## config.mk

```make
export PLATFORM = sky130hd
export DESIGN_NAME = stream_mux_rr
export DESIGN_NICKNAME = d
export VERILOG_FILES = /design/src/rtl/stream_mux_rr.sv
export SDC_FILE = /design/constraint.sdc
export NUM_CORES = 1
export LEC_CHECK = 0
export BUFFER_PORTS_ARGS = -buffer_cell sky130_fd_sc_hd__buf_2
export CAP_MARGIN = 10
export CORE_UTILIZATION = 43
export DETAILED_ROUTE_END_ITERATION = 12
export PLACE_DENSITY = 0.82
export SLEW_MARGIN = 40
export SYNTH_ARGS = -nofsm -noshare
export SYNTH_HDL_FRONTEND = slang
export SYNTH_SLANG_ARGS = --single-unit
export TNS_END_PERCENT = 30
```

## constraint.sdc

```tcl
create_clock -name clk -period 2.3 [get_ports clk]
set_input_delay 0.23 -clock clk [delete_from_list [all_inputs] [get_ports clk]]
set_output_delay 0.23 -clock clk [all_outputs]
set_load 0.005 [all_outputs]
```

## src/rtl/stream_mux_rr.sv

```systemverilog
// N-channel valid/ready stream mux with round-robin or fixed-select arbitration and a registered output.
// Define STREAM_MUX_LAST_LOCK_EN to add in_last/out_last and hold the grant until a packet's last beat.
module stream_mux_rr #(
  parameter int N = 4,
  parameter int W = 8,
  localparam int SW = (N <= 2) ? 1 : $clog2(N)
) (
  input  logic            clk,
  input  logic            rst_n,
  input  logic            mode,
  input  logic [SW-1:0]   sel,
  input  logic [N-1:0]    in_valid,
  input  logic [N*W-1:0]  in_data,
`ifdef STREAM_MUX_LAST_LOCK_EN
  input  logic [N-1:0]    in_last,
`endif
  output logic [N-1:0]    in_ready,
  output logic            out_valid,
  output logic [W-1:0]    out_data,
  output logic [SW-1:0]   out_chan,
`ifdef STREAM_MUX_LAST_LOCK_EN
  output logic            out_last,
`endif
  input  logic            out_ready
);

  logic [SW-1:0] ptr;
  logic [SW-1:0] grant;
  logic          grant_valid;
  logic          load_en;
  logic          transfer;
  int            idx;

`ifdef STREAM_MUX_LAST_LOCK_EN
  logic          lock;
  logic [SW-1:0] lock_chan;
`endif

  assign load_en  = !out_valid || out_ready;
  assign transfer = rst_n && grant_valid && load_en;

  // Locked packets override everything; otherwise fixed select or a wrapping search from ptr.
  always_comb begin
    grant_valid = 1'b0;
    grant       = '0;
    idx         = 0;
`ifdef STREAM_MUX_LAST_LOCK_EN
    if (lock) begin
      grant_valid = in_valid[lock_chan];
      grant       = lock_chan;
    end else
`endif
    if (mode) begin
      if (int'(sel) < N && in_valid[sel]) begin
        grant_valid = 1'b1;
        grant       = sel;
      end
    end else begin
      for (int k = 0; k < N; k++) begin
        idx = (int'(ptr) + k) % N;
        if (!grant_valid && in_valid[idx]) begin
          grant_valid = 1'b1;
          grant       = SW'(idx);
        end
      end
    end
  end

  always_comb begin
    in_ready = '0;
    if (transfer) in_ready[grant] = 1'b1;
  end

  always_ff @(posedge clk or negedge rst_n) begin
    if (!rst_n) begin
      out_valid <= 1'b0;
      out_data  <= '0;
      out_chan  <= '0;
      ptr       <= '0;
    end else begin
      if (transfer) begin
        out_valid <= 1'b1;
        out_data  <= in_data[int'(grant)*W +: W];
        out_chan  <= grant;
      end else if (out_ready) begin
        out_valid <= 1'b0;
      end
`ifdef STREAM_MUX_LAST_LOCK_EN
      if (transfer && !mode && in_last[grant])
`else
      if (transfer && !mode)
`endif
        ptr <= (int'(grant) == N - 1) ? '0 : grant + 1'b1;
    end
  end

`ifdef STREAM_MUX_LAST_LOCK_EN
  // A non-last beat pins the grant to its channel until that channel sends its last beat.
  always_ff @(posedge clk or negedge rst_n) begin
    if (!rst_n) begin
      lock      <= 1'b0;
      lock_chan <= '0;
      out_last  <= 1'b0;
    end else if (transfer) begin
      out_last <= in_last[grant];
      if (in_last[grant]) begin
        lock <= 1'b0;
      end else begin
        lock      <= 1'b1;
        lock_chan <= grant;
      end
    end
  end
`endif

endmodule
```

[After elaboration in Yosys (flattened, before gate mapping)]
Cells that the tools add are included.
Operators by class
  add/sub/neg operators: 4
  order comparisons: 7
  eq/ne operators: 1
  shift operators: 1
  muxes and demuxes: 34
  bitwise gates (word level): 3
  reductions and logical operators: 17
Operators by type and width (number)
  indexed part select 32 x 6 -> 8 bit: 1
  2-to-1 mux 1 bit: 20
  2-to-1 mux 2 bit: 7
  < comparator 3 x 4 -> 1 bit (second input constant): 3
  binary-select mux 1 bit (select 2 bit): 5
  < comparator 2 x 3 -> 1 bit (second input constant): 3
  logical AND 1 bit: 7
  OR reduction 2 bit: 3
  zero test 1 bit: 5
  adder 2 x 1 -> 2 bit (second input constant): 2
  adder 2 bit (second input constant): 2
  2-to-1 mux 4 bit: 1
  AND 1 bit (first input constant): 3
  demux 1 bit (select 2 bit): 1
  == test 2 x 1 -> 1 bit (second input constant): 1
  greater-or-equal comparator 2 x 1 -> 1 bit (second input constant): 1
  nonzero test 2 bit: 1
  logical OR 1 bit: 1
Storage, ports and cells
  register bits after elaboration: 13
  output and inout port bits: 15
  word-level logic and storage cells: 71

[Longest topological paths before layout]
  depth after elaboration: 22
  gate-level depth with buffers: 8

[Least setup slack after synthesis]
Ideal clock, no wire load.
  path type: reg2reg
  start point: register ptr[0]
  end point: register ptr[1]
  library setup time: 125 ps
  arrival: 1783 ps
  data required time: 2175 ps
  setup slack: 392 ps
  cell stages (with the launch flop): 9
  buffers on the path: 1
  cell sequence: dfrtp_1 > nor2b_1 > o21bai_1 > o2bb2ai_1 > a22oi_2 > buf_6 > inv_1 > ha_1 > mux2_2
Between the ends
  cells in the longest elaborated chain, start to end: 19
  elaborated cells between the ends (all ways): 39
  those cells by class: 4 x add/sub; 1 x eq/ne; 25 x mux; 9 x reduce/logical
Ends and longest elaborated chain
  start, declared: RTL line 27  | logic [SW-1:0] ptr;
  start signal, assigned: RTL line 93  | ptr <= (int'(grant) == N - 1) ? '0 : grant + 1'b1;
  branches (longest 19 deep; another with adder 2 x 1 -> 2 bit)
Parallel ways; which one is timed is not known. The select of a mux whose other input is x is not followed.
A chain may end at the register's enable or synchronous reset.

[Final worst setup path]
  start point: register ptr[0]
  end point: output port in_ready[3]
Between the ends
  cells in the longest elaborated chain, start to end: 21
  elaborated cells between the ends (all ways): 41
  those cells by class: 3 x add/sub; 2 x order compare; 27 x mux; 9 x reduce/logical
Ends and longest elaborated chain
  branches (longest 20 deep; another with adder 2 x 1 -> 2 bit)
  2-to-1 mux 4 bit *: RTL line 71  | if (transfer) in_ready[grant] = 1'b1;
  end, declared: RTL line 17  | output logic [N-1:0] in_ready,
Every way passes the cells marked *. The select of a mux whose other input is x is not followed.

==> run summary <==
Outcome - complete, no violations
Post-synthesis instance total - 88
Share of layout cells above drive strength 1 - 53.6%
Vias in the first global route - 901
Port bufs - 56
Initial DRC Count - 16
Leakage - 0.716 nW
Inserted Clock Buffers - 3
Setup tns final - 0 ns
Fmax - 0.471 GHz
Post-route ant nets - 0
Share of synthesized registers carrying an async set or reset - 100%
CTS H-tree lvls - 1
IO Pins - 57
Core ar. - 0.00204 mm²
Critical path fanouts, max - 9
Die area - 0.00247 mm²
Unrepaired setup endpoints after global routing - no
Critical Path, Cell by Cell - nor3b_2, a211oi_2, o32ai_4, buf_12, ha_1, and2_1, buf_2
Flop pwr share - 36.1%
Vias per Instance - 5.10
Yosys cell types - 27
Slowest cell on the critical path - dfrtp_1
Syn. warnings - 0
HPWL after detailed placement - 1960 µm
Clock network power share - 13.4%
Internal power - 0.000692 W
CTS root buf - clkbuf_4
Pwr dens - 763 mW/mm²
Die Y - 49.7 µm
CP endpoint kind - output port
Worst-margin pin slew - 0.554 ns
Post-Syn Area - 978 µm²
Number of iterations in the first detailed-routing pass - 4
HP Class - in2reg
Switching share of total power - 33.6%
Max Root-Sink Buffers - 2
Tmin final - 2.13 ns
Reg clk slew, reported paths - 0.07 ns
Worst VDD drop - 0.544 mV
Number of cell rows - 16
Die width - 49.7 µm
Largest net degree at the start of global routing - 14
Critical Path Max Stage Delay - 0.42 ns
Routed WL - 2390 µm
Clock Latency Late Sink - 0.27 ns
P_sw - 0.000350 W
Sequential fraction of the synthesis area - 33.2%
Post-route DRC - 0
Finish-stage setup viols - 0
CP Class - reg2out
Via count - 908
Pins over their slew limit - 0
Layout area overhead - 39.6%
PnR worst setup slack - 0.175 ns
CP startpoint kind - flop
Overflow after GRT - 0
Final Hold Viols - 0
CTS tree - yes
Required @ worst endpoint - 2.07 ns
Starting Density - 47.9%
Tot GR Track Use - 20.9%
Max Cap Violations - 0
Relative slew margins - 62.9%
Layout Skew - 0.00150 ns
Routed length per instance - 13.4 µm
Avg Cell Area, Syn - 11.1 µm²
Fin crit share - 92.4%
Initial antenna violation count - 0
Post-synth EDFFs - 0
WP data arrival - 1.90 ns
First-pass GRT wire length - 3880 µm
Worst reg2reg setup slack - 0.22 ns
Ant. Diodes - 0
CTS sink cnt - 13
Comb power frac - 50.6%
Post-synth top flop - dfrtp_1
Net count after synthesis - 131
Final GP Congestion - 0.787
Dpl ws - 0.100 ns
#FFs+latches synth - 13
Post-layout nets - 195
==> per-stage QoR <==
stage	cells	util (%)	instance area, µm²	power (W)	hold WS (ns)
floorplan	88	-	978	0.000699	-0.0656
global placement	170	63.0	1290	0.000844	0.132
detailed placement	171	63.5	1300	0.000874	0.131
CTS	176	65.3	1330	0.00102	0.128
global route	178	66.9	1370	0.00112	0.141
finish	178	66.9	1370	0.00104	0.138
==> worst max-delay path: cells and delay by family (launching register included) <==
| kind | cells | cell delay (ns) |
|---|---|---|
| AOI/OAI and AO/OA | 2 | 0.44 |
| DFF | 1 | 0.42 |
| and+or+nand+nor | 2 | 0.30 |
| buffers and inverters | 2 | 0.29 |
| adders and majority gates | 1 | 0.17 |
==> cells in the final DEF (no fill, tap or decap), types with 2 or more instances in the layout <==
cell type,count
buf_2,56
nor2b_1,3
buf_4,4
nand2b_1,3
inv_1,4
dfrtp_1,13
a21oi_1,2
mux2i_1,26
o21a_1,2
clkbuf_4,3
nor2_1,6
mux2_4,3
mux2_2,7
==> layer usage <==
metal,track usage (%),share of wire (%)
met2,37.4,53
met3,6.79,7.0
met1,22.1,38
met4,9.05,1.3
met5,0,0
==> cell type report <==
| cell class | count | area (µm²) |
|---|---|---|
| sequential | 13 | 325 |
| tap | 27 | 33.8 |
| clock buffer | 4 | 26.3 |
| timing repair buffer | 63 | 352 |
| fill | 159 | 676 |
| inverter | 4 | 15.0 |
| multi-input combinational | 67 | 614 |
==> worst paths after layout <==
path,depth (start not counted),end,start
max in group asynchronous,2,out_valid$_DFFE_PN0P_,rst_n
min in group asynchronous,2,out_data[2]$_DFFE_PN0P_,rst_n
setup reg to reg,8,out_data[6]$_DFFE_PN0P_,ptr[1]$_DFFE_PN0P_
hold reg to reg,1,out_chan[1]$_DFFE_PN0P_,out_chan[1]$_DFFE_PN0P_
setup / recovery,7,in_ready[3],ptr[0]$_DFFE_PN0P_
hold / removal,2,out_valid$_DFFE_PN0P_,out_ready
==> flip-flops by register name, summed over array words and instances (netlist names) <==
name       cells
out_valid      1
ptr            2
out_chan       2
out_data       8
==> synth_stat cells (2+ instances only) <==
master | count | area [µm²]
nor2_1 | 6 | 22.5
o32ai_1 | 2 | 17.5
nor2b_1 | 3 | 18.8
dfrtp_1 | 13 | 325
mux2_4 | 3 | 45.0
nand2b_1 | 3 | 18.8
mux2_2 | 7 | 78.8
o21a_1 | 2 | 15.0
inv_1 | 4 | 15.0
mux2i_1 | 26 | 260
buf_6 | 2 | 22.5
a21oi_1 | 2 | 10.0
==> timing repair <==
item / CTS / global route
setup endpoints to repair: 0 / 8
buffers inserted: 0 / 2
resized for setup: 0 / 1
hold endpoints to repair: 13 / 0
hold buffers: 1 / 0
==> cell families after synthesis <==
kind of cell / count (synthesis) / share of synthesized area [%]
flops: 13 / 33.2
buf+inv: 8 / 6.39
fa+ha+maj: 1 / 1.28
compound gates: 14 / 10.6
simple gates: 16 / 9.21
mux: 36 / 39.3
==> power groups by stage <==
stage                     clock (W)  sequential, W  combinational (W)
final                      0.000139       0.000376           0.000527
after global routing       0.000160       0.000385           0.000571
after CTS                  0.000148       0.000375           0.000498
after detailed placement          0       0.000378           0.000497
after global placement            0       0.000373           0.000471
after floorplan                   0       0.000380           0.000319
(Power assumes the default switching activity.)
